**src/rtl/instr_fetch_sequencer_if.sv**
```systemverilog
// Fetch-sequencer bus: byte-wide program-memory read port plus the
// decoder-side start/ready handshake and queue occupancy.
interface instr_fetch_sequencer_if #(
  parameter int BYTE   = 8,
  parameter int ADDR_W = 8,
  parameter int DEPTH  = 2
);
  logic                   mem_rd;
  logic [ADDR_W-1:0]      mem_addr;
  logic [BYTE-1:0]        mem_data;
  logic                   dec_start;
  logic [2*BYTE-1:0]      dec_word;
  logic                   dec_ready;
  logic [$clog2(DEPTH):0] q_count;

  // Sequencer side
  modport master (
    output mem_rd, mem_addr, dec_start, dec_word, q_count,
    input  mem_data, dec_ready
  );

  // Memory / decoder side
  modport slave (
    input  mem_rd, mem_addr, dec_start, dec_word, q_count,
    output mem_data, dec_ready
  );
endinterface

```
**src/rtl/instr_fetch_sequencer.sv**
```systemverilog
// Instruction fetch sequencer: walks the PC through byte-wide program memory,
// assembles 1- or 2-byte instructions into {opcode, operand} words and queues
// them for the decoder. Redirect flushes everything and restarts at a new PC.
//
// state       | meaning
// ------------+-----------------------------------------------------------
// ISSUE_OP    | read opcode byte at pc when run=1, otherwise idle
// CAPTURE_OP  | latch opcode; bit7 set -> operand follows, else operand=0
// ISSUE_ARG   | read operand byte at pc (run ignored, instruction finishes)
// CAPTURE_ARG | latch operand byte
// PUSH        | write word into queue; stalls here while queue is full
module instr_fetch_sequencer #(
  parameter int BYTE   = 8,
  parameter int ADDR_W = 8,
  parameter int DEPTH  = 2
) (
  input  logic                  clk,
  input  logic                  reset,
  input  logic                  run,
  input  logic                  redirect,
  input  logic [ADDR_W-1:0]     redirect_addr,
  instr_fetch_sequencer_if.master bus
);

  localparam int PTR_W = $clog2(DEPTH);
  localparam int CNT_W = PTR_W + 1;
  localparam logic [CNT_W-1:0] FULL = CNT_W'(DEPTH);

  typedef enum logic [2:0] {
    ISSUE_OP,
    CAPTURE_OP,
    ISSUE_ARG,
    CAPTURE_ARG,
    PUSH
  } state_t;

  state_t            state;
  logic [ADDR_W-1:0] pc;
  logic [BYTE-1:0]   opcode;
  logic [BYTE-1:0]   operand;

  logic [2*BYTE-1:0] q_mem [DEPTH];
  logic [PTR_W-1:0]  head;
  logic [PTR_W-1:0]  tail;
  logic [CNT_W-1:0]  count;

  logic              pop;
  logic              push;

  // A full queue still accepts a push when the head leaves in the same cycle.
  assign pop  = (count != '0) && bus.dec_ready;
  assign push = (state == PUSH) && ((count != FULL) || pop);

  // Read strobe is held low while reset is asserted so no read escapes the
  // cycle in which the synchronous reset is still being applied.
  assign bus.mem_rd    = reset && (((state == ISSUE_OP) && run) || (state == ISSUE_ARG));
  assign bus.mem_addr  = pc;
  assign bus.dec_start = (count != '0);
  assign bus.dec_word  = q_mem[head];
  assign bus.q_count   = count;

  // Fetch FSM: program counter walk and opcode/operand assembly.
  always_ff @(posedge clk) begin
    if (!reset) begin
      state   <= ISSUE_OP;
      pc      <= '0;
      opcode  <= '0;
      operand <= '0;
    end else if (redirect) begin
      state <= ISSUE_OP;
      pc    <= redirect_addr;
    end else begin
      unique case (state)
        ISSUE_OP: begin
          if (run) begin
            pc    <= pc + ADDR_W'(1);
            state <= CAPTURE_OP;
          end
        end
        CAPTURE_OP: begin
          opcode <= bus.mem_data;
          if (bus.mem_data[BYTE-1]) begin
            state <= ISSUE_ARG;
          end else begin
            operand <= '0;
            state   <= PUSH;
          end
        end
        ISSUE_ARG: begin
          pc    <= pc + ADDR_W'(1);
          state <= CAPTURE_ARG;
        end
        CAPTURE_ARG: begin
          operand <= bus.mem_data;
          state   <= PUSH;
        end
        PUSH: begin
          if (push) state <= ISSUE_OP;
        end
        default: state <= ISSUE_OP;
      endcase
    end
  end

  // Circular instruction queue; redirect empties it but leaves stale entries.
  always_ff @(posedge clk) begin
    if (!reset) begin
      head  <= '0;
      tail  <= '0;
      count <= '0;
      for (int i = 0; i < DEPTH; i++) q_mem[i] <= '0;
    end else if (redirect) begin
      head  <= '0;
      tail  <= '0;
      count <= '0;
    end else begin
      if (push) begin
        q_mem[tail] <= {opcode, operand};
        tail        <= tail + PTR_W'(1);
      end
      if (pop) head <= head + PTR_W'(1);
      if (push && !pop)      count <= count + CNT_W'(1);
      else if (pop && !push) count <= count - CNT_W'(1);
    end
  end

endmodule
```
**src/flat_wrapper.sv**
```systemverilog
// flat-port wrapper written by rule: the top's interface ports become plain ports
module instr_fetch_sequencer_flat 
#(
  parameter int BYTE   = 8,
  parameter int ADDR_W = 8,
  parameter int DEPTH  = 2
)
  (clk, reset, run, redirect, redirect_addr, bus_mem_rd, bus_mem_addr, bus_dec_start, bus_dec_word, bus_q_count, bus_mem_data, bus_dec_ready);
  instr_fetch_sequencer_if #(.BYTE(BYTE), .ADDR_W(ADDR_W), .DEPTH(DEPTH)) bus_i ();
  input  logic clk;
  input  logic reset;
  input  logic run;
  input  logic redirect;
  input  logic [ADDR_W-1:0] redirect_addr;
  output wire logic [$bits(bus_i.mem_rd)-1:0] bus_mem_rd;
  output wire logic [$bits(bus_i.mem_addr)-1:0] bus_mem_addr;
  output wire logic [$bits(bus_i.dec_start)-1:0] bus_dec_start;
  output wire logic [$bits(bus_i.dec_word)-1:0] bus_dec_word;
  output wire logic [$bits(bus_i.q_count)-1:0] bus_q_count;
  input wire logic [$bits(bus_i.mem_data)-1:0] bus_mem_data;
  input wire logic [$bits(bus_i.dec_ready)-1:0] bus_dec_ready;
  assign bus_mem_rd = bus_i.mem_rd;
  assign bus_mem_addr = bus_i.mem_addr;
  assign bus_dec_start = bus_i.dec_start;
  assign bus_dec_word = bus_i.dec_word;
  assign bus_q_count = bus_i.q_count;
  assign bus_i.mem_data = bus_mem_data;
  assign bus_i.dec_ready = bus_dec_ready;
  instr_fetch_sequencer #(.BYTE(BYTE), .ADDR_W(ADDR_W), .DEPTH(DEPTH)) u_core (.clk(clk), .reset(reset), .run(run), .redirect(redirect), .redirect_addr(redirect_addr), .bus(bus_i));
endmodule
```
**config.mk**
```make
export PLATFORM = sky130hd
export DESIGN_NAME = instr_fetch_sequencer_flat
export DESIGN_NICKNAME = d
export VERILOG_FILES = /design/src/rtl/instr_fetch_sequencer_if.sv /design/src/rtl/instr_fetch_sequencer.sv /design/src/flat_wrapper.sv
export SDC_FILE = /design/constraint.sdc
export NUM_CORES = 1
export LEC_CHECK = 0
export ABC_AREA = 1
export CORE_MARGIN = 2
export CORE_UTILIZATION = 50
export DETAILED_ROUTE_END_ITERATION = 8
export DONT_BUFFER_PORTS = 1
export PLACE_DENSITY_LB_ADDON = 0.12
export SYNTH_ARGS = -nofsm -noshare
export SYNTH_HDL_FRONTEND = slang
export SYNTH_SLANG_ARGS = --single-unit
```
**constraint.sdc**
```tcl
create_clock -name clk -period 1.9 [get_ports clk]
set_input_delay 0.475 -clock clk [delete_from_list [all_inputs] [get_ports clk]]
set_output_delay 0.475 -clock clk [all_outputs]
set_load 0.02 [all_outputs]
```
==> results summary, run 1 <==
The flow ran to the end, and the final reports show no timing, DRC or antenna violations. The max-slew violation count is 0. The average wire per cell in the routed design is 14.0 um.

The cell family contributing the most delay on the critical path is multiplexers. The maximum operating frequency came out at between 0.5 and 0.6 GHz. After the first detailed-routing iteration, the DRC count stood at 73. The region available for standard cell placement spans roughly 0.0055 sq mm. The number of max-cap violations is 0. The effective utilization at floorplan came out at just over 50%.

The half-perimeter wire length of the detailed placement result came out at slightly below 4000 um. The weighted congestion reported at the end of routability-driven placement came out at 0.795. The register bit total from synthesis came out at 64.

Counting both buffers and inverters, the worst setup path holds a total of 1. The final count of hold timing violations came out at 0. Across every metal layer, demand over resource in global routing totals between 15 and 20%.

The final net count came out at around 340. The signal on the critical path passes through buf_4 -> mux2_2. The number of buffers created by CTS is 9. The initial antenna violation count is 0. The share of the clock period used by the worst path came out at between 90% and 100%. The number of diodes is 0. For this block, the routed nets add up to roughly 5500 um of wire.

The startpoint class of the critical path is a flip-flop. The largest individual stage delay along the critical path comes from the cell mux2_2. The fraction of final layout cells sized beyond drive strength 1 is roughly 18%. The sequential cell area fraction in the yosys report came out at between 50 and 60%.

The final number of setup-violating endpoints is 0. Setup repair after global routing left no endpoint under its margin. Summing every instance area after synthesis gives between 0.002 and 0.003 sq mm. The number of cells on the worst reg-to-reg path is 7. The filler cell count came out at between 500 and 600.

The min-delay analysis places its worst path in the category in2reg. The worst register-to-register path ends at u_core.q_mem[1][0]. The number of global-route vias before repair was ~2000. In this design, the stage delay of the slowest critical-path cell is between 0.4 and 0.5 ns. The register-to-register setup slack is around 0.35 ns. STA classifies the critical path endpoint as a primary output. The final worst clock skew came out at 0.00504 ns. The worst setup path is of the reg2out kind. The minimum period implied by the final worst setup slack came out at approximately 1.8 ns. The overall power after layout is ~2.8 mW. During synthesis, Yosys emitted a total of 0 warnings.

The launching point of the worst reg2reg path is u_core.state[2]. The clock-pin slew on the worst setup and hold paths is about 0.060 ns. The total number of vias came out at 2022. The first global-routing pass estimated between 9000 and 10000 um of wire. The number of nets produced by synthesis came out at between 300 and 400. The via density per instance is 5.12. The critical path runs through a total of 2 cells. The global route total overflow came out at 0. TritonCTS built the clock tree.

The max-slew headroom at the worst pin is ~59%. Before antenna repair, the detailed router went through 4 iterations. The total number of placement rows came out at 27. The average size of a mapped cell came out at around 9.4 sq um. The largest voltage drop on the vdd net came out at 0.000376 V.

Following the worst setup path forward leads to its endpoint at bus_dec_word[1]. Measured along the y axis, the die boundary spans ~80 um. The area of the die came out at 0.00634 sq mm. Of all nets on the critical path, the largest fanout is 16. The count of input and output buffers is 0. At the pin with the least slew margin, the transition time is roughly 0.61 ns. The post-synthesis cell count came out at between 300 and 400. In the routed design, unresolved DRC markers number 0. The number of distinct library cell variants in the gate-level netlist after synthesis came out at 30. The signal arrival time at the worst endpoint came out at about 1.3 ns. The maximum number of buffers from clock root to sink is 2. STA puts the critical path data required time at between 1 and 1.5 ns.

In the synthesized netlist the async set-or-reset flop fraction comes to 0%. The number of enable-type register cells in the synthesized netlist is 32. The die is between 70 and 80 um wide.

Pin placement for this block handled a little under 50 I/O pins. Entering global routing, the biggest net connects 29 pins. The most used flip-flop cell after synthesis is edfxtp_1. CTS saw 64 sinks. The number of nets with antenna violations after routing is 0. The leakage power figure came out at roughly 1.2 nW. The tree is rooted in a clkbuf_8. The power density relative to cell area came out at just under 900 mW/mm^2. The clock insertion delay at the later pin of the skew report is approximately 0.34 ns. In the final timing run, aggregate negative setup slack is 0 ns.

The H-tree depth reported by CTS came out at 3. The synthesis-to-finish area growth is 10.9%.
## metrics by stage
step	std cells	instance area (sq um)	hold slack [ns]	utilization [%]	setup WS [ns]
after CTS	395	3170	0.261	57.6	0.0717
after floorplan	304	2860	0.450	-	0.0395
after global routing	395	3170	0.268	57.6	0.0366
after detailed placement	379	2980	0.471	54.2	0.260
after global placement	379	2980	0.469	54.2	0.312
final	395	3170	0.275	57.6	0.108
## flip-flops by register name, indices dropped and copies added, names as in the netlist, named ones only
register,count
u_core.q_mem,32
u_core.bus.mem_addr,8
u_core.opcode,8
u_core.operand,8
u_core.state,3
u_core.bus.q_count,2
u_core.head,1
u_core.tail,1
## worst min-delay path by stage
stage                     slack (ns)           endpoint  cells after the start               from
after floorplan                 0.45   u_core.opcode[1]                      2   u_core.opcode[1]
after global placement          0.47  u_core.operand[2]                      2  u_core.operand[2]
after detailed placement        0.47  u_core.operand[2]                      2  u_core.operand[2]
after CTS                       0.26   u_core.opcode[6]                      2              reset
after global routing            0.27   u_core.opcode[3]                      2              reset
final                           0.28    u_core.state[1]                      2    bus_mem_data[7]
## where the power goes
group / leakage, nW / internal (mW) / switching [mW] / total (mW)
Sequential: 0.591 / 1.49 / 0.0324 / 1.52
Combinational: 0.491 / 0.0575 / 0.113 / 0.170
Clock: 0.0958 / 0.627 / 0.496 / 1.12
Total: 1.18 / 2.17 / 0.641 / 2.81
## kinds of logic (layout without fill, tap and decap cells)
group / Yosys count / in the layout / share of synthesized area [%]
DFF: 64 / 64 / 56.0
AOI/OAI and AO/OA: 44 / 44 / 8.22
muxes: 16 / 16 / 6.30
buffers and inverters: 49 / 68 / 7.52
adders and majority gates: 2 / 2 / 0.875
and+or+nand+nor: 127 / 127 / 20.5
xor gates and xnor gates: 2 / 2 / 0.613
## layer usage
layer  share of wire [%]  global-route usage, %  up-vias
met5                   0                      0        -
met2                  48                   31.8       43
met1                  44                   22.9      924
met3                 6.5                   6.56       11
met4                 1.9                   8.79        0
li1                    -                      -     1044
## area by class of cell
cell class	instances	area, sq um	share of cell area [%]
Clock inverter	5	46.3	1.46
Inverter	38	144	4.53
Clock buffer	11	141	4.46
Timing Repair Buffer	14	105	3.31
Multi-Input combinational cell	191	1040	32.9
Tap cell	72	90.1	2.84
Sequential cell	64	1600	50.5
## worst register-to-register path, delay by kind of cell, from the launching register on
| kind | cells | cell delay (ns) |
|---|---|---|
| and+or+nand+nor | 4 | 0.43 |
| buffers and inverters | 3 | 0.44 |
| DFF | 1 | 0.35 |
## repair_timing
| action | 4_1_cts | 5_1_grt |
|---|---|---|
| setup endpoints to repair | 0 | 1 |
| gates resized for setup | 0 | 1 |
| hold buffers | 0 | 0 |
| buffers inserted | 0 | 0 |
## cells in the mapped netlist, types with 3 or more instances
| library cell | n | area (sq um) |
|---|---|---|
| a21oi_1 | 18 | 90.1 |
| buf_2 | 3 | 15.0 |
| buf_6 | 3 | 33.8 |
| clkbuf_1 | 4 | 15.0 |
| dfxtp_1 | 32 | 641 |
| edfxtp_1 | 32 | 961 |
| inv_1 | 36 | 135 |
| mux2_2 | 16 | 180 |
| nand2_1 | 38 | 143 |
| nand3_1 | 30 | 150 |
| nor2_1 | 40 | 150 |
| nor2_2 | 9 | 56.3 |
| o21ai_0 | 19 | 95.1 |
## cell usage in the layout, fill, tap and decap left out
master | netlist | routed
buf_4 | 1 | 14
clkbuf_1 | 4 | 1
o211ai_1 | 1 | 1
clkbuf_8 | 0 | 10
edfxtp_1 | 32 | 32
nand2_1 | 38 | 38
inv_1 | 36 | 36
inv_2 | 1 | 1
xor2_1 | 2 | 2
o21ai_0 | 19 | 19
bufinv_16 | 0 | 1
dfxtp_2 | 0 | 1
nor3b_1 | 1 | 1
o21bai_1 | 2 | 2
dfxtp_1 | 32 | 31
o31ai_1 | 2 | 2
clkinv_1 | 0 | 3
a31oi_1 | 2 | 2
a21oi_1 | 18 | 18
nand4_1 | 1 | 1
nand4_4 | 1 | 1
or2_2 | 1 | 1
nor2_2 | 9 | 9
mux2_2 | 16 | 16
clkinv_2 | 1 | 2
nor3_1 | 2 | 2
nor3_4 | 1 | 1
nor2_1 | 40 | 40
ha_1 | 2 | 2
nand2_2 | 2 | 2
and3_1 | 1 | 1
nand3_1 | 30 | 30
Power figures use the tool's default switching activity.
==> run 2, diff against run 1 <==
CTS_CLUSTER_DIAMETER = 40   (was default)
==> results of run 2 <==
Final layout, timing and power as in run 1 (identical DEF).
